**src/rtl/alu_pkg.sv**
```systemverilog
// Shared types for the multi-cycle ALU: opcodes, flag bit positions and FSM states.
// Build option: define ALU_MOD_EN to include the MOD opcode and its divider datapath.
package alu_pkg;

  typedef enum logic [3:0] {
    OpAdd = 4'b0000,
    OpSub = 4'b0001,
    OpAnd = 4'b0010,
    OpOr  = 4'b0011,
    OpMov = 4'b0100,
    OpMul = 4'b0101,
    OpMod = 4'b0110
  } alu_op_e;

  localparam int unsigned FLAG_N = 3;
  localparam int unsigned FLAG_Z = 2;
  localparam int unsigned FLAG_C = 1;
  localparam int unsigned FLAG_V = 0;

  typedef enum logic [1:0] {
    StIdle,
    StIter,
    StDone
  } alu_state_e;

endpackage

```
**src/rtl/alu_iter_unit.sv**
```systemverilog
// Iterative datapath: shift-add multiplier and (with ALU_MOD_EN) restoring divider,
// one bit per step, sharing the 2N-bit {hi, lo} accumulator.
module alu_iter_unit
  import alu_pkg::*;
#(
  parameter int unsigned N = 32
) (
  input  logic         clk_i,
  input  logic         rst_i,
  input  logic         load_i,
  input  logic         step_i,
`ifdef ALU_MOD_EN
  input  logic         mod_i,
`endif
  input  logic [N-1:0] a_i,
  input  logic [N-1:0] b_i,
  output logic         last_o,
  output logic [N-1:0] hi_o,
  output logic [N-1:0] lo_o
);

  localparam int unsigned CntW = $clog2(N) + 1;

  logic [N-1:0]    hi_q, hi_d;
  logic [N-1:0]    lo_q, lo_d;
  logic [N-1:0]    opd_q, opd_d;
  logic [CntW-1:0] cnt_q, cnt_d;
  logic [N:0]      mul_sum;
`ifdef ALU_MOD_EN
  logic            mod_q, mod_d;
  logic [N:0]      rem_sh;
  logic [N:0]      rem_diff;
`endif

  always_comb begin
    hi_d    = hi_q;
    lo_d    = lo_q;
    opd_d   = opd_q;
    cnt_d   = cnt_q;
    // Multiply: lo holds the unconsumed multiplier bits, product shifts in from the top.
    mul_sum = {1'b0, hi_q} + (lo_q[0] ? {1'b0, opd_q} : {(N + 1){1'b0}});
`ifdef ALU_MOD_EN
    mod_d    = mod_q;
    // Divide: hi is the partial remainder, lo shifts dividend out and quotient in.
    rem_sh   = {hi_q, lo_q[N-1]};
    rem_diff = rem_sh - {1'b0, opd_q};
`endif
    if (load_i) begin
      hi_d  = '0;
      cnt_d = '0;
`ifdef ALU_MOD_EN
      mod_d = mod_i;
      lo_d  = mod_i ? a_i : b_i;
      opd_d = mod_i ? b_i : a_i;
`else
      lo_d  = b_i;
      opd_d = a_i;
`endif
    end else if (step_i) begin
      cnt_d = cnt_q + 1'b1;
`ifdef ALU_MOD_EN
      if (mod_q) begin
        if (!rem_diff[N]) begin
          hi_d = rem_diff[N-1:0];
          lo_d = {lo_q[N-2:0], 1'b1};
        end else begin
          hi_d = rem_sh[N-1:0];
          lo_d = {lo_q[N-2:0], 1'b0};
        end
      end else begin
        hi_d = mul_sum[N:1];
        lo_d = {mul_sum[0], lo_q[N-1:1]};
      end
`else
      hi_d = mul_sum[N:1];
      lo_d = {mul_sum[0], lo_q[N-1:1]};
`endif
    end
  end

  always_ff @(posedge clk_i or posedge rst_i) begin
    if (rst_i) begin
      hi_q  <= '0;
      lo_q  <= '0;
      opd_q <= '0;
      cnt_q <= '0;
`ifdef ALU_MOD_EN
      mod_q <= 1'b0;
`endif
    end else begin
      hi_q  <= hi_d;
      lo_q  <= lo_d;
      opd_q <= opd_d;
      cnt_q <= cnt_d;
`ifdef ALU_MOD_EN
      mod_q <= mod_d;
`endif
    end
  end

  assign last_o = (cnt_q == CntW'(N - 1));
  assign hi_o   = hi_q;
  assign lo_o   = lo_q;

endmodule

```
**src/rtl/alu_multicycle.sv**
```systemverilog
// Multi-cycle ALU top: handshake FSM, single-cycle ops and registered result/NZCV flags.
// Build option: define ALU_MOD_EN to enable MOD (0110); otherwise 0110 is reserved.
module alu_multicycle
  import alu_pkg::*;
#(
  parameter int unsigned N = 32
) (
  input  logic         clk_i,
  input  logic         rst_i,
  input  logic         start_i,
  input  logic [3:0]   opcode_i,
  input  logic [N-1:0] a_i,
  input  logic [N-1:0] b_i,
  output logic [N-1:0] result_o,
  output logic [3:0]   ALUFlags,
  output logic         busy_o,
  output logic         done_o
);

  alu_state_e   state_q, state_d;
  logic [3:0]   op_q;
  logic [N-1:0] a_q, b_q;
  logic         iter_op_q;
  logic [N-1:0] result_q;
  logic [3:0]   flags_q;
  logic         done_q;

  logic         accept;
  logic         iter_start;
  logic         step;
  logic         last;
  logic [N-1:0] iter_hi, iter_lo;
  logic [N:0]   add_sum, sub_diff;
  logic [N-1:0] res;
  logic         res_c, res_v;

  assign accept = start_i && (state_q == StIdle);
`ifdef ALU_MOD_EN
  assign iter_start = accept && ((opcode_i == OpMul) || ((opcode_i == OpMod) && (|b_i)));
`else
  assign iter_start = accept && (opcode_i == OpMul);
`endif

  always_ff @(posedge clk_i or posedge rst_i) begin
    if (rst_i) begin
      state_q <= StIdle;
    end else begin
      state_q <= state_d;
    end
  end

  always_comb begin
    state_d = state_q;
    unique case (state_q)
      StIdle:  if (accept) state_d = iter_start ? StIter : StDone;
      StIter:  if (last) state_d = StDone;
      StDone:  state_d = StIdle;
      default: state_d = StIdle;
    endcase
  end

  // Busy covers the final DONE cycle of an iterative op, but never a single-cycle op.
  always_comb begin
    step   = (state_q == StIter);
    busy_o = (state_q == StIter) || ((state_q == StDone) && iter_op_q);
  end

  alu_iter_unit #(
    .N(N)
  ) u_iter (
    .clk_i  (clk_i),
    .rst_i  (rst_i),
    .load_i (iter_start),
    .step_i (step),
`ifdef ALU_MOD_EN
    .mod_i  (opcode_i == OpMod),
`endif
    .a_i    (a_i),
    .b_i    (b_i),
    .last_o (last),
    .hi_o   (iter_hi),
    .lo_o   (iter_lo)
  );

  always_comb begin
    add_sum  = {1'b0, a_q} + {1'b0, b_q};
    sub_diff = {1'b0, a_q} - {1'b0, b_q};
    res      = '0;
    res_c    = 1'b0;
    res_v    = 1'b0;
    case (op_q)
      OpAdd: begin
        res   = add_sum[N-1:0];
        res_c = add_sum[N];
        res_v = (a_q[N-1] == b_q[N-1]) && (res[N-1] != a_q[N-1]);
      end
      OpSub: begin
        res   = sub_diff[N-1:0];
        res_c = ~sub_diff[N];
        res_v = (a_q[N-1] != b_q[N-1]) && (res[N-1] != a_q[N-1]);
      end
      OpAnd: res = a_q & b_q;
      OpOr:  res = a_q | b_q;
      OpMov: res = b_q;
      OpMul: begin
        res   = iter_lo;
        res_c = |iter_hi;
      end
`ifdef ALU_MOD_EN
      OpMod: begin
        if (b_q == '0) begin
          res   = a_q;
          res_v = 1'b1;
        end else begin
          res = iter_hi;
        end
      end
`endif
      default: ;
    endcase
  end

  always_ff @(posedge clk_i or posedge rst_i) begin
    if (rst_i) begin
      op_q      <= '0;
      a_q       <= '0;
      b_q       <= '0;
      iter_op_q <= 1'b0;
      result_q  <= '0;
      flags_q   <= '0;
      done_q    <= 1'b0;
    end else begin
      if (accept) begin
        op_q      <= opcode_i;
        a_q       <= a_i;
        b_q       <= b_i;
        iter_op_q <= iter_start;
      end
      done_q <= (state_q == StDone);
      if (state_q == StDone) begin
        result_q        <= res;
        flags_q[FLAG_N] <= res[N-1];
        flags_q[FLAG_Z] <= (res == '0);
        flags_q[FLAG_C] <= res_c;
        flags_q[FLAG_V] <= res_v;
      end
    end
  end

  assign result_o = result_q;
  assign ALUFlags = flags_q;
  assign done_o   = done_q;

endmodule

```
**config.mk**
```make
export PLATFORM = sky130hd
export DESIGN_NAME = alu_multicycle
export DESIGN_NICKNAME = d
export VERILOG_FILES = /design/src/rtl/alu_pkg.sv /design/src/rtl/alu_iter_unit.sv /design/src/rtl/alu_multicycle.sv
export SDC_FILE = /design/constraint.sdc
export NUM_CORES = 1
export LEC_CHECK = 0
export ABC_AREA = 1
export BUFFER_PORTS_ARGS = -buffer_cell sky130_fd_sc_hd__buf_2
export CORE_ASPECT_RATIO = 0.7
export CORE_MARGIN = 2
export CORE_UTILIZATION = 30
export CTS_BUF_LIST = sky130_fd_sc_hd__clkbuf_16
export DETAILED_ROUTE_END_ITERATION = 12
export GPL_TIMING_DRIVEN = 0
export SLEW_MARGIN = 5
export SYNTH_ARGS = -nofsm -noshare
export SYNTH_HDL_FRONTEND = slang
export SYNTH_SLANG_ARGS = --single-unit
```
**constraint.sdc**
```tcl
create_clock -name clk_i -period 8.5 [get_ports clk_i]
set_clock_uncertainty 0.2 [all_clocks]
set_input_delay 1.7 -clock clk_i [delete_from_list [all_inputs] [get_ports clk_i]]
set_output_delay 1.7 -clock clk_i [all_outputs]
set_load 0.005 [all_outputs]
```
==> reports/qor.txt <==
Max Clk Rate - 207 MHz
Most frequent CP cell - clkbuf_1
Multi-input combinational cell area - 9480 sq um
Async SR Flop Fraction - 1.00
VDD IR max - 0.197 mV
CP max FO - 10
# rows - 72
Reg-to-reg endpoint - u_iter.hi_o[31]$_DFFE_PP0P_
Mapped Area - 16900 sq um
Layout area overhead - 13.6%
Period minus WS final - 4830 ps
Max incr delay on CP - 610 ps
Post-cts resize count - 0
Vias in the first global route - 15674
Inst Count DP - 3446
Pin count of the biggest net entering global routing - 119
Num CTS Buffers - 25
RSZ-0062 raised after global routing - false
Setup WS post-layout - 3670 ps
Synth Register Bits - 209
Leakage - 10.5 nW
Worst reg2reg path startpoint - u_iter.lo_o[0]$_DFFE_PP0P_
Most common cell in the netlist - nand2_1
Cell type with the largest total area after synthesis - dfrtp_1
DIE WIDTH - 287 microns
DP Area - 18400 sq um
Global-route wire length before repair - 95.9 mm
Synth Flop Type - dfrtp_1
CP arrival - 2930 ps
Total wire length - 62.9 mm
Crit. End Element - primary output
Post-synth net total - 2806
Synth top area cells - dfrtp_1 31%, nand2_1 19%, ha_1 10%
Fill cells - 6163
Setup Fix Bufs, Post-CTS - 0
Ys Warns - 0
Die height - 202 microns
Worst Reg2Reg Path Length in Cells - 16
Pwr dens - 412 nW/um^2
Setup WS pre-CTS - 4340 ps
I/O Pins - 109
Clk buf depth - 3
Slew headroom - 0.396
Number of flops mapped to enable cells by yosys - 0
Finished Cell Area - 19200 sq um
GRT Residual Overflow - 0
Share of cells above drive strength 1 - 0.0862
Clock latency on the worst-skew pair - 560 ps
Mapped Cells - 2597
Final HPWL DP - 51.5 mm
Gr usage total - 0.216
RD Place Congestion - 0.982
Port Buffers - 108
Hold Buf Count CTS - 0
Worst hold path endpoint - result_o[18]$_DFFE_PP0P_
Starting DRC count in detailed routing - 1985
Tightest Pin Transition - 906 ps
Worst endpoint required time - 6600 ps
Via count - 17029
Status - completed
Wire per inst - 18.0 microns
Clock-pin slew on the worst setup and hold paths - 60 ps
Synth cell types - 42
Vias/cell - 4.88
Final hold violations - 0
Commonest cells in the netlist - 831 x nand2_1, 438 x inv_1, 209 x dfrtp_1
HP Start - result_o[18]$_DFFE_PP0P_
Hold Path Class - reg2reg
Drt first pass iters - 6
Initial antenna violation count - 4
H-tree Lvls - 1
Cell Count, Final, Fillers Out - 3489
Area share of the largest cell type after synthesis - 0.310
Hold_ws - 272 ps
Total die area - 58100 sq um
Final Max Tran Viols - 0
# nets final - 2942
Crit Path Class - reg2out
FF-to-FF setup slack - 4880 ps
Max cap viols - 0
CTS sink cnt - 209
Core Area - 55400 sq um
Mean Syn Cell Area - 6.49 sq um
Hold depth - 2
Critical Path Source Type - flip-flop
Sequential cell area - 5230 sq um
CP Cell Sequence - inv_1 > nor2_1 > clkinv_1 > clkbuf_1 > clkbuf_1 > o21ai_0 > buf_2
Final setup viols - 0
CTS tree - built
Register area share after synthesis - 0.310
Clk root buf - clkbuf_16
DRT antenna net count - 0
Crit-path slowest cell - clkbuf_1
Initial Util - 0.304
DRC errors left - 0
Fin crit share - 0.568
-- metrics by stage --
step | power (W) | util | setup TNS (ps)
2_1_floorplan | 0.00511 | - | 0
3_3_place_gp | 0.00667 | 0.331 | -375320
3_5_place_dp | 0.00670 | 0.331 | 0
4_1_cts | 0.00780 | 0.346 | 0
5_1_grt | 0.00862 | 0.346 | 0
6_report | 0.00789 | 0.346 | 0
-- routing by layer --
metal / GRT usage / routed length [microns]
met1: 0.338 / 31600
met2: 0.284 / 23400
met3: 0.0647 / 6610
met4: 0.0417 / 1200
met5: 0 / 34
-- registers in the layout (all words and copies together) (netlist names) --
register and count:
b_q 32, result_o 32, a_q 32, state_q 2
u_iter.hi_o 32, ALUFlags 3, done_o 1, u_iter.lo_o 32
iter_op_q 1, op_q 4, u_iter.opd_q 32, u_iter.cnt_q 6
-- layout by cell type (no fill, tap or decap), types with 5 or more instances in the layout --
cell	netlist	routed
a211oi_1	5	5
a21oi_1	112	112
a221oi_1	5	5
a31oi_1	10	10
buf_2	13	121
buf_4	11	11
buf_6	11	11
clkbuf_1	52	52
clkbuf_16	0	25
dfrtp_1	209	209
ha_1	135	135
inv_1	438	442
inv_2	9	9
nand2_1	831	831
nand2_2	17	17
nand3_1	151	151
nand3_2	6	6
nand4_1	22	22
nor2_1	203	203
nor2_2	18	18
nor3_1	17	17
nor4_1	13	13
o211ai_1	9	9
o21ai_0	186	186
o21ai_1	8	8
o21bai_1	10	10
o221ai_1	23	23
o22ai_1	40	40
-- worst max-delay path by stage --
stage                      startpoint                      end  cells after the start
2_1_floorplan                   rst_i  ALUFlags[0]$_DFFE_PP0P_                      1
3_3_place_gp                    rst_i      b_q[27]$_DFFE_PP0P_                      2
3_5_place_dp   state_q[0]$_DFFE_PP0P_                   busy_o                      7
4_1_cts        state_q[0]$_DFFE_PP0P_                   busy_o                      7
5_1_grt        state_q[0]$_DFFE_PP0P_                   busy_o                      7
6_report       state_q[0]$_DFFE_PP0P_                   busy_o                      7
-- final cells by class --
cell class / instances / share of cell area
repair buffers: 109 / 0.0297
clock buffers: 25 / 0.0327
well taps: 740 / 0.0483
inverters: 448 / 0.0882
flip-flops and latches: 209 / 0.273
diodes: 1 / 0.000131
multi-input cells: 1853 / 0.495
plain buffers: 87 / 0.0244
clock inverters: 17 / 0.00875
-- report_power, final --
group | internal (W) | switching [W] | total (W)
logic | 0.00157 | 0.00357 | 0.00514
registers | 0.00137 | 0.000300 | 0.00167
clock network | 0.000623 | 0.000457 | 0.00108
total | 0.00356 | 0.00433 | 0.00789
-- worst max-delay path: cells and delay by family, from the launching register on --
kind | cells | cell delay, ps
buffers and inverters | 5 | 1540
DFF | 1 | 410
and+or+nand+nor | 1 | 80
AOI/OAI and AO/OA | 1 | 330
-- logic make-up (layout without fill, tap and decap cells) --
family | count (synthesis) | count (layout) | share of synthesized area
buffers and inverters | 535 | 686 | 0.127
adder cells (fa/ha/maj) | 138 | 138 | 0.104
other | 0 | 1 | 0
AND/OR/NAND/NOR | 1285 | 1285 | 0.313
AO/OA/AOI/OAI | 424 | 424 | 0.142
flip-flops | 209 | 209 | 0.310
XOR/XNOR | 6 | 6 | 0.00312
(Power assumes the default switching activity.)
